**config.mk**
```make
export PLATFORM = sky130hd
export DESIGN_NAME = tbird_led_decoder
export DESIGN_NICKNAME = d
export VERILOG_FILES = /design/src/rtl/tbird_led_decoder.sv
export SDC_FILE = /design/constraint.sdc
export NUM_CORES = 1
export LEC_CHECK = 0
export CAP_MARGIN = 5
export CORE_UTILIZATION = 50
export CTS_CLUSTER_SIZE = 30
export DETAILED_ROUTE_END_ITERATION = 10
export GPL_TIMING_DRIVEN = 1
export PLACE_DENSITY_LB_ADDON = 0.05
export SYNTH_ARGS = -nofsm -noshare
export SYNTH_HDL_FRONTEND = slang
export SYNTH_SLANG_ARGS = --single-unit
```
**constraint.sdc**
```tcl
create_clock -name i_clk -period 3.4 [get_ports i_clk]
set_input_delay 0.68 -clock i_clk [delete_from_list [all_inputs] [get_ports i_clk]]
set_output_delay 0.68 -clock i_clk [all_outputs]
set_load 0.02 [all_outputs]
```
**src/rtl/tbird_led_decoder.sv**
```systemverilog
// Decodes the T-bird tail-light LED bus back into a lighting mode and flags bad animation.
// Optional step-period measurement is built when TBIRD_DEC_PERIOD_EN is defined.
module tbird_led_decoder #(
    parameter int STEADY_TICKS = 1000,
    parameter int CONFIRM      = 3
) (
    input  logic        i_clk,
    input  logic        i_rst,
    input  logic        i_tick,
    input  logic [5:0]  i_leds,
    output logic [2:0]  o_mode,
    output logic        o_mode_valid,
    output logic        o_mode_chg,
    output logic        o_seq_err,
    output logic [15:0] o_step_period
);
    localparam int SW = $clog2(STEADY_TICKS + 1);
    localparam int CW = $clog2(CONFIRM + 1);

    typedef enum logic [2:0] {
        M_OFF    = 3'd0,
        M_LEFT   = 3'd1,
        M_RIGHT  = 3'd2,
        M_HAZ    = 3'd3,
        M_BRAKE  = 3'd4,
        M_LEFTBK = 3'd5,
        M_RGHTBK = 3'd6,
        M_UNK    = 3'd7
    } mode_e;

    logic [5:0]    r_prev;
    logic          r_primed;
    logic [SW-1:0] r_steady;
    logic [CW-1:0] r_conf;
    mode_e         r_cand;
    mode_e         r_mode;
    logic          r_valid;
    logic          r_chg;
    logic          r_err;

    logic [SW-1:0] w_steady;
    logic [CW-1:0] w_conf;
    mode_e         w_cand;
    mode_e         w_mode;
    mode_e         w_kind;
    logic          w_valid;
    logic          w_chg;
    logic          w_err;
    logic          w_primed;
    logic          w_same;

    function automatic logic left_adv(input logic [2:0] a, input logic [2:0] b);
        return (a == 3'b000 && b == 3'b001) || (a == 3'b001 && b == 3'b011) ||
               (a == 3'b011 && b == 3'b111) || (a == 3'b111 && b == 3'b000);
    endfunction

    function automatic logic right_adv(input logic [2:0] a, input logic [2:0] b);
        return (a == 3'b000 && b == 3'b100) || (a == 3'b100 && b == 3'b110) ||
               (a == 3'b110 && b == 3'b111) || (a == 3'b111 && b == 3'b000);
    endfunction

    assign w_same = (i_leds == r_prev);

    // Step kind of the (prev, cur) pair; M_UNK marks an illegal change.
    always_comb begin
        w_kind = M_UNK;
        if ((r_prev == 6'h00 && i_leds == 6'h3f) || (r_prev == 6'h3f && i_leds == 6'h00)) begin
            w_kind = M_HAZ;
        end else if (r_prev[2:0] == i_leds[2:0] && left_adv(r_prev[5:3], i_leds[5:3])) begin
            if (i_leds[2:0] == 3'b000)      w_kind = M_LEFT;
            else if (i_leds[2:0] == 3'b111) w_kind = M_LEFTBK;
        end else if (r_prev[5:3] == i_leds[5:3] && right_adv(r_prev[2:0], i_leds[2:0])) begin
            if (i_leds[5:3] == 3'b000)      w_kind = M_RIGHT;
            else if (i_leds[5:3] == 3'b111) w_kind = M_RGHTBK;
        end
    end

    always_comb begin
        w_primed = r_primed;
        w_steady = r_steady;
        w_conf   = r_conf;
        w_cand   = r_cand;
        w_mode   = r_mode;
        w_valid  = r_valid;
        w_chg    = 1'b0;
        w_err    = 1'b0;
        if (i_tick) begin
            if (!r_primed) begin
                w_primed = 1'b1;
            end else if (w_same) begin
                // Steady actions fire only on the tick the counter first saturates.
                if (r_steady != SW'(STEADY_TICKS)) begin
                    w_steady = r_steady + 1'b1;
                    if (r_steady == SW'(STEADY_TICKS - 1)) begin
                        w_conf = '0;
                        if (i_leds == 6'h00) begin
                            w_mode  = M_OFF;
                            w_valid = 1'b1;
                            w_chg   = (r_mode != M_OFF);
                        end else if (i_leds == 6'h3f) begin
                            w_mode  = M_BRAKE;
                            w_valid = 1'b1;
                            w_chg   = (r_mode != M_BRAKE);
                        end else begin
                            w_mode  = M_UNK;
                            w_valid = 1'b0;
                            w_err   = 1'b1;
                        end
                    end
                end
            end else begin
                w_steady = '0;
                if (w_kind == M_UNK) begin
                    w_err   = 1'b1;
                    w_mode  = M_UNK;
                    w_valid = 1'b0;
                    w_conf  = '0;
                end else begin
                    if (w_kind == r_cand) begin
                        if (r_conf != CW'(CONFIRM)) w_conf = r_conf + 1'b1;
                    end else begin
                        w_cand = w_kind;
                        w_conf = CW'(1);
                    end
                    if (w_conf == CW'(CONFIRM)) begin
                        w_mode  = w_kind;
                        w_valid = 1'b1;
                        w_chg   = (r_mode != w_kind);
                    end
                end
            end
        end
    end

    always_ff @(posedge i_clk or posedge i_rst) begin
        if (i_rst) begin
            r_prev   <= '0;
            r_primed <= 1'b0;
            r_steady <= '0;
            r_conf   <= '0;
            r_cand   <= M_UNK;
            r_mode   <= M_UNK;
            r_valid  <= 1'b0;
            r_chg    <= 1'b0;
            r_err    <= 1'b0;
        end else begin
            if (i_tick) r_prev <= i_leds;
            r_primed <= w_primed;
            r_steady <= w_steady;
            r_conf   <= w_conf;
            r_cand   <= w_cand;
            r_mode   <= w_mode;
            r_valid  <= w_valid;
            r_chg    <= w_chg;
            r_err    <= w_err;
        end
    end

`ifdef TBIRD_DEC_PERIOD_EN
    logic [15:0] r_pcnt;
    logic [15:0] r_period;

    // Counts sampled ticks since the last legal step; an illegal change restarts from zero.
    always_ff @(posedge i_clk or posedge i_rst) begin
        if (i_rst) begin
            r_pcnt   <= '0;
            r_period <= '0;
        end else if (i_tick && r_primed) begin
            if (!w_same && w_kind != M_UNK) begin
                r_period <= r_pcnt;
                r_pcnt   <= 16'd1;
            end else if (!w_same) begin
                r_pcnt <= '0;
            end else if (r_pcnt != 16'hffff) begin
                r_pcnt <= r_pcnt + 16'd1;
            end
        end
    end

    assign o_step_period = r_period;
`else
    assign o_step_period = '0;
`endif

    assign o_mode       = r_mode;
    assign o_mode_valid = r_valid;
    assign o_mode_chg   = r_chg;
    assign o_seq_err    = r_err;
endmodule

```
# Word level (Yosys, flattened, before mapping)
# Index checks and enable logic that the tools add are counted.
# W data, S select, Z words.
[classes] eq_ne=27 reduce_logical=31 bitwise=3 shift=0 addsub=2 n_div=0 mul=0 magnitude_cmp=0 n_mux=50
[op_table] operator="$mux W3" count=11
[op_table] operator="$eq A3 B3 Y1 const B" count=9
[op_table] operator="$mux W1" count=25
[op_table] operator="$mux W2" count=12
[op_table] operator="$mux W10" count=2
[op_table] operator="$eq A6 B6 Y1 const B" count=2
[op_table] operator="$logic_and A1 B1 Y1" count=12
[op_table] operator="$logic_not A3 Y1" count=4
[op_table] operator="$logic_not A6 Y1" count=2
[op_table] operator="$add A10 B1 Y10 const B" count=1
[op_table] operator="$eq A10 B10 Y1 const B" count=1
[op_table] operator="$ne A10 B10 Y1 const B" count=1
[op_table] operator="$reduce_and A5 Y1" count=2
[op_table] operator="$eq A3 B3 Y1" count=3
[op_table] operator="$logic_or A1 B1 Y1" count=7
[op_table] operator="$eq A3 B1 Y1 const B" count=2
[op_table] operator="$eq A3 B2 Y1 const B" count=2
[op_table] operator="$eq A6 B6 Y1" count=1
[op_table] operator="$reduce_bool A3 Y1" count=2
[op_table] operator="$ne A2 B1 Y1 const B" count=2
[op_table] operator="$reduce_and A4 Y1" count=1
[op_table] operator="$ne A3 B3 Y1" count=1
[op_table] operator="$ne A3 B3 Y1 const B" count=1
[op_table] operator="$not A1 Y1" count=3
[op_table] operator="4 further kinds" count=4
[totals] output_inout_bits=22 ramBits=0 ff_bits=28 wordCells=122 rom_bits=0 in_bits=9 latchBits=0 n_memories=0

# Longest topological paths before layout
[depth] ltp_word=21 mapped_depth=9 ltp_nobuf=8

# Worst setup path before layout
# No wires, ideal clock.
[synth_timing] kind="input port to flip-flop" start="in i_leds[5]" end="reg r_mode[0] (netlist: o_mode[0])" n_path_buf=1 required_ps=3318 stages=9 setup_slack_ps=418 arrival_ps=2899 setup_time_ps=82 cell_sequence="buf_2 or3_1 nor4_1 a31oi_1 nor3b_4 xnor2_1 or4b_1 o22a_2 mux2_4"
[synth_between] elab_chain_len=17 word_cells_on_any_way=44 classes_between="eq/ne: 11; mux: 17; reduce/logical: 16"
[synth_lines] item="start, declared" line_no="10" rtl="input logic [5:0] i_leds,"
[synth_lines] item="$eq A3 B1 Y1 or $eq A3 B2 Y1 (tied branches)" line_no="53" rtl="return (a == 3'b000 && b == 3'b001) || (a == 3'b001 && b == 3'b011) ||"
[synth_lines] item="$logic_and A1 B1 Y1" line_no="53"
[synth_lines] item="$logic_or A1 B1 Y1 (2 in series)" line_no="53"
[synth_lines] item="$logic_or A1 B1 Y1" line_no="54" rtl="(a == 3'b011 && b == 3'b111) || (a == 3'b111 && b == 3'b000);"
[synth_lines] item="$logic_and A1 B1 Y1" line_no="69" rtl="end else if (r_prev[2:0] == i_leds[2:0] && left_adv(r_prev[5:3], i_leds[5:3])) begin"
[synth_lines] item="$mux W3" line_no="69"
[synth_lines] item="$mux W3" line_no="67" rtl="if ((r_prev == 6'h00 && i_leds == 6'h3f) || (r_prev == 6'h3f && i_leds == 6'h00)) begin"
[synth_lines] item="$eq A3 B3 Y1" line_no="119" rtl="if (w_kind == r_cand) begin"
[synth_lines] item="$mux W2" line_no="119"
[synth_lines] item="$mux W2" line_no="113" rtl="if (w_kind == M_UNK) begin"
[synth_lines] item="$mux W2" line_no="90" rtl="end else if (w_same) begin"
[synth_lines] item="$mux W2" line_no="88" rtl="if (!r_primed) begin"
[synth_lines] item="$mux W2" line_no="87" rtl="if (i_tick) begin"
[synth_lines] item="$eq A2 B2 Y1" line_no="125" rtl="if (w_conf == CW'(CONFIRM)) begin"
[synth_lines] item="$reduce_bool A3 Y1 (no line)"
[synth_lines] item="$reduce_and A5 Y1 (no line)"
[synth_lines] item="end signal, assigned" line_no="152" rtl="r_mode <= w_mode;"
[synth_lines] item="end, declared" line_no="36" rtl="mode_e r_mode;"
# Several ways; a longest one is shown, not always the timed one. The select of a mux whose other input is x is not followed.
# A chain may end at the register's enable or synchronous reset.

# Worst setup path in the final report
[layout_timing] start="in i_leds[3]" end="reg r_mode[2] (netlist: o_mode[2])"
# The elaborated chain is that of the path after synthesis.

==> results.sh <==
export IMPL_synth_most_common_cell="dfrtp_1"
export IMPL_ys_warn_count=0
export IMPL_synthDistinctLibCells=47
export IMPL_synthFlopType="dfrtp_1"
export IMPL_comb_power_share_pct=17.5
export IMPL_maxCapViolations=0
export IMPL_die_h_um=63.1
export IMPL_grt_usage_pct=20.6
export IMPL_critPathCaptureType="flip-flop"
export IMPL_dpl_hpwl_mm=2.86
export IMPL_vdd_drop_max_v=0.000184
export IMPL_status="finished clean"
export IMPL_required_ps=3610
export IMPL_cts_max_level=1
export IMPL_reg2regPathDepth=7
export IMPL_area_growth_pct=15.8
export IMPL_initial_core_util_pct=54.2
export IMPL_vias=1503
export IMPL_cts_sinks=28
export IMPL_ys_top_cells_by_area="dfrtp_1 30%, dfstp_2 8.5%, buf_4 6.4%"
export IMPL_root_buffer="clkbuf_8"
export IMPL_setup_viol=0
export IMPL_post_synth_top_area_cell="dfrtp_1"
export IMPL_numCtsBuffers=3
export IMPL_drive_gt1_share_pct=20.5
export IMPL_numPortBuffers=14
export IMPL_syn_inst=202
export IMPL_use_met3_pct=2.72
export IMPL_drtIter0Drc=63
export IMPL_slowest_delay_ps=520
export IMPL_worst_pin_slew_ps=720
export IMPL_ant_nets=0
export IMPL_place_area_sq_mm=0.00209
export IMPL_num_rows=21
export IMPL_setup_ws_ps=255
export IMPL_rsz0062_at_grt="no"
export IMPL_switching_share_pct=26.3
export IMPL_cts_tree="done"
export IMPL_grt_pass1_wl_mm=6.48
export IMPL_power_density_mw_per_mm2=365
export IMPL_busiest_layer="met2"
export IMPL_drc=0
export IMPL_clock_latency_ps=280
export IMPL_leakagePower_nw=0.899
export IMPL_cts_hold_buf=0
export IMPL_cts_reportedPaths_clkPinSlew_ps=90
export IMPL_switchingPower_mw=0.207
export IMPL_period_needed_ps=3150
export IMPL_crit_fanout=4
export IMPL_grt_remaining_overflow=0
export IMPL_final_util_pct=62.7
export IMPL_routed_wl_mm=3.65
export IMPL_grt_pass1_vias=1413
export IMPL_path_class="primary input to flip-flop"
export IMPL_seq_power_share_pct=49.0
export IMPL_wire_per_inst_um=13.3
export IMPL_clockBufferDepth=2
export IMPL_critPathBufInv=1
export IMPL_start_kind="primary input"
export IMPL_crit_chain="clkdlybuf4s50_1 -> or3_1 -> nor4_1 -> a31oi_1 -> nor3b_4 -> xnor2_1 -> or4b_1 -> o22a_2 -> mux2_4"
export IMPL_ios=31
export IMPL_hold_depth=1
export IMPL_synth_cell_area_sq_mm=0.00186
export IMPL_cp_depth=9
export IMPL_avgSynthCellArea_sq_um=9.23
export IMPL_fillCellCount=298
export IMPL_internal_power_mw=0.580
export IMPL_slew_viol_final=0
export IMPL_slew_headroom_pct=52.0
export IMPL_synth_async_reset_ratio_pct=100
export IMPL_cts_setup_buffers=0
export IMPL_die_area_sq_mm=0.00398
export IMPL_finalClockSkew_ps=5.12
export IMPL_finalNonFillerCells=275
export IMPL_period_share_pct=92.5
export IMPL_fmax_ghz=0.318
export IMPL_postCtsResizedCells=0
export IMPL_finalNetCount=241
export IMPL_synth_seq_cells=28
export IMPL_grt_use_met1_pct=26.0
export IMPL_cp_slowest_cell="or4b_1"
export IMPL_vias_per_cell=5.47
export IMPL_cp_top_family="simple AND/OR/NAND/NOR gates"
export IMPL_die_x_um=63.1
export IMPL_grt_max_degree=20
export IMPL_firstDrtPassIters=4
export IMPL_antenna_diode_count=0
export IMPL_antenna_found_initial=0
export IMPL_pre_cts_ws_ps=-34.6
export IMPL_fin_area_sq_mm=0.00216
export IMPL_yosys_top_cells_count="22 x dfrtp_1, 18 x nand2_1, 16 x buf_4"
export IMPL_gp_congestion=0.846
export IMPL_dp_cells=271
export IMPL_hp_class="flip-flop to flip-flop"
export IMPL_pwr_share_clk_pct=33.5
export IMPL_gr_usage_met2_pct=35.9
export IMPL_synth_edff_count=0
export IMPL_arrival_ps=3360
export IMPL_hold_violations=0
export IMPL_yosysTopAreaCellShare_pct=29.5
export IMPL_core_sq_mm=0.00344
export IMPL_synth_seq_area_share_pct=38.0
-- sequential cells by signal, indices dropped and copies added, names as in the netlist --
name          flops
o_mode            3
r_primed          1
r_cand            3
o_mode_valid      1
r_steady         10
r_prev            6
r_conf            2
o_mode_chg        1
o_seq_err         1
-- cells in the final DEF, fill, tap and decap left out, types with 5 or more instances in the layout --
cell             synthesis  final
nand3_1                 12     12
nand2_1                 18     18
xor2_1                  13     13
inv_1                    5      5
dfrtp_1                 22     22
buf_4                   16     17
clkdlybuf4s50_1          0     14
conb_1                   1     16
o21ai_0                  9      9
a21oi_1                 11     11
mux2_2                   7      7
nor2_1                  15     15
nor3_1                   7      7
dfstp_2                  6      6
-- power groups by stage --
| stage | Sequential, mW | Clock (mW) | Combinational [mW] |
|---|---|---|---|
| after global routing | 0.389 | 0.289 | 0.154 |
| after CTS | 0.385 | 0.271 | 0.139 |
| after global placement | 0.389 | 0 | 0.134 |
| final | 0.386 | 0.264 | 0.138 |
| after floorplan | 0.385 | 0 | 0.110 |
| after detailed placement | 0.391 | 0 | 0.138 |
-- final timing paths --
path	startpoint	endpoint	slack, ps
worst min register to register	r_primed	r_primed	500
min in group asynchronous	i_rst	r_prev[1]	810
worst min-delay path	r_primed	r_primed	500
worst max register to register	r_prev[3]	o_mode[2]	700
max in group asynchronous	i_rst	o_mode[1]	1910
worst max-delay path	i_leds[3]	o_mode[2]	250
-- worst reg2reg max path: stages (launching register included) --
cell      delay [ps]
dfrtp_1          470
or4b_1           560
nor3_2           180
o221ai_2         150
xor2_1           190
or4b_1           510
o22a_2           270
mux2_4           310
-- kinds of logic (layout without fill, tap and decap cells) --
group	after synthesis	count (layout)	share of synthesized area [%]
AO/OA/AOI/OAI	33	33	11.5
XOR/XNOR	16	16	7.52
adder cells (fa/ha/maj)	2	2	1.34
buffers and inverters	28	40	9.46
flip-flops	28	28	38.0
multiplexers	10	10	6.64
other	1	16	0.201
AND/OR/NAND/NOR	84	84	25.4
-- area by class of cell --
class	instances	area, sq um	share of cell area [%]
multi-input combinational	161	1040	48.0
sequential	28	708	32.8
timing repair buffer	31	268	12.4
tap	46	57.6	2.67
clock buffer	3	41.3	1.91
clock inverter	1	30.0	1.39
inverter	5	18.8	0.869
-- per-layer routing --
layer	part of all wire (%)	wire (um)
met1	46	1680
met4	1.5	54
met2	49	1800
met5	0	0
met3	3.2	117
-- through the flow --
step                      total power [mW]  hold slack [ps]  setup TNS (ps)
after global routing                 0.831              527               0
after floorplan                      0.496              452               0
final                                0.788              495               0
after global placement               0.524              468               0
after detailed placement             0.530              473           -95.2
after CTS                            0.795              499               0
No activity file was read; power rests on OpenSTA's default activity.
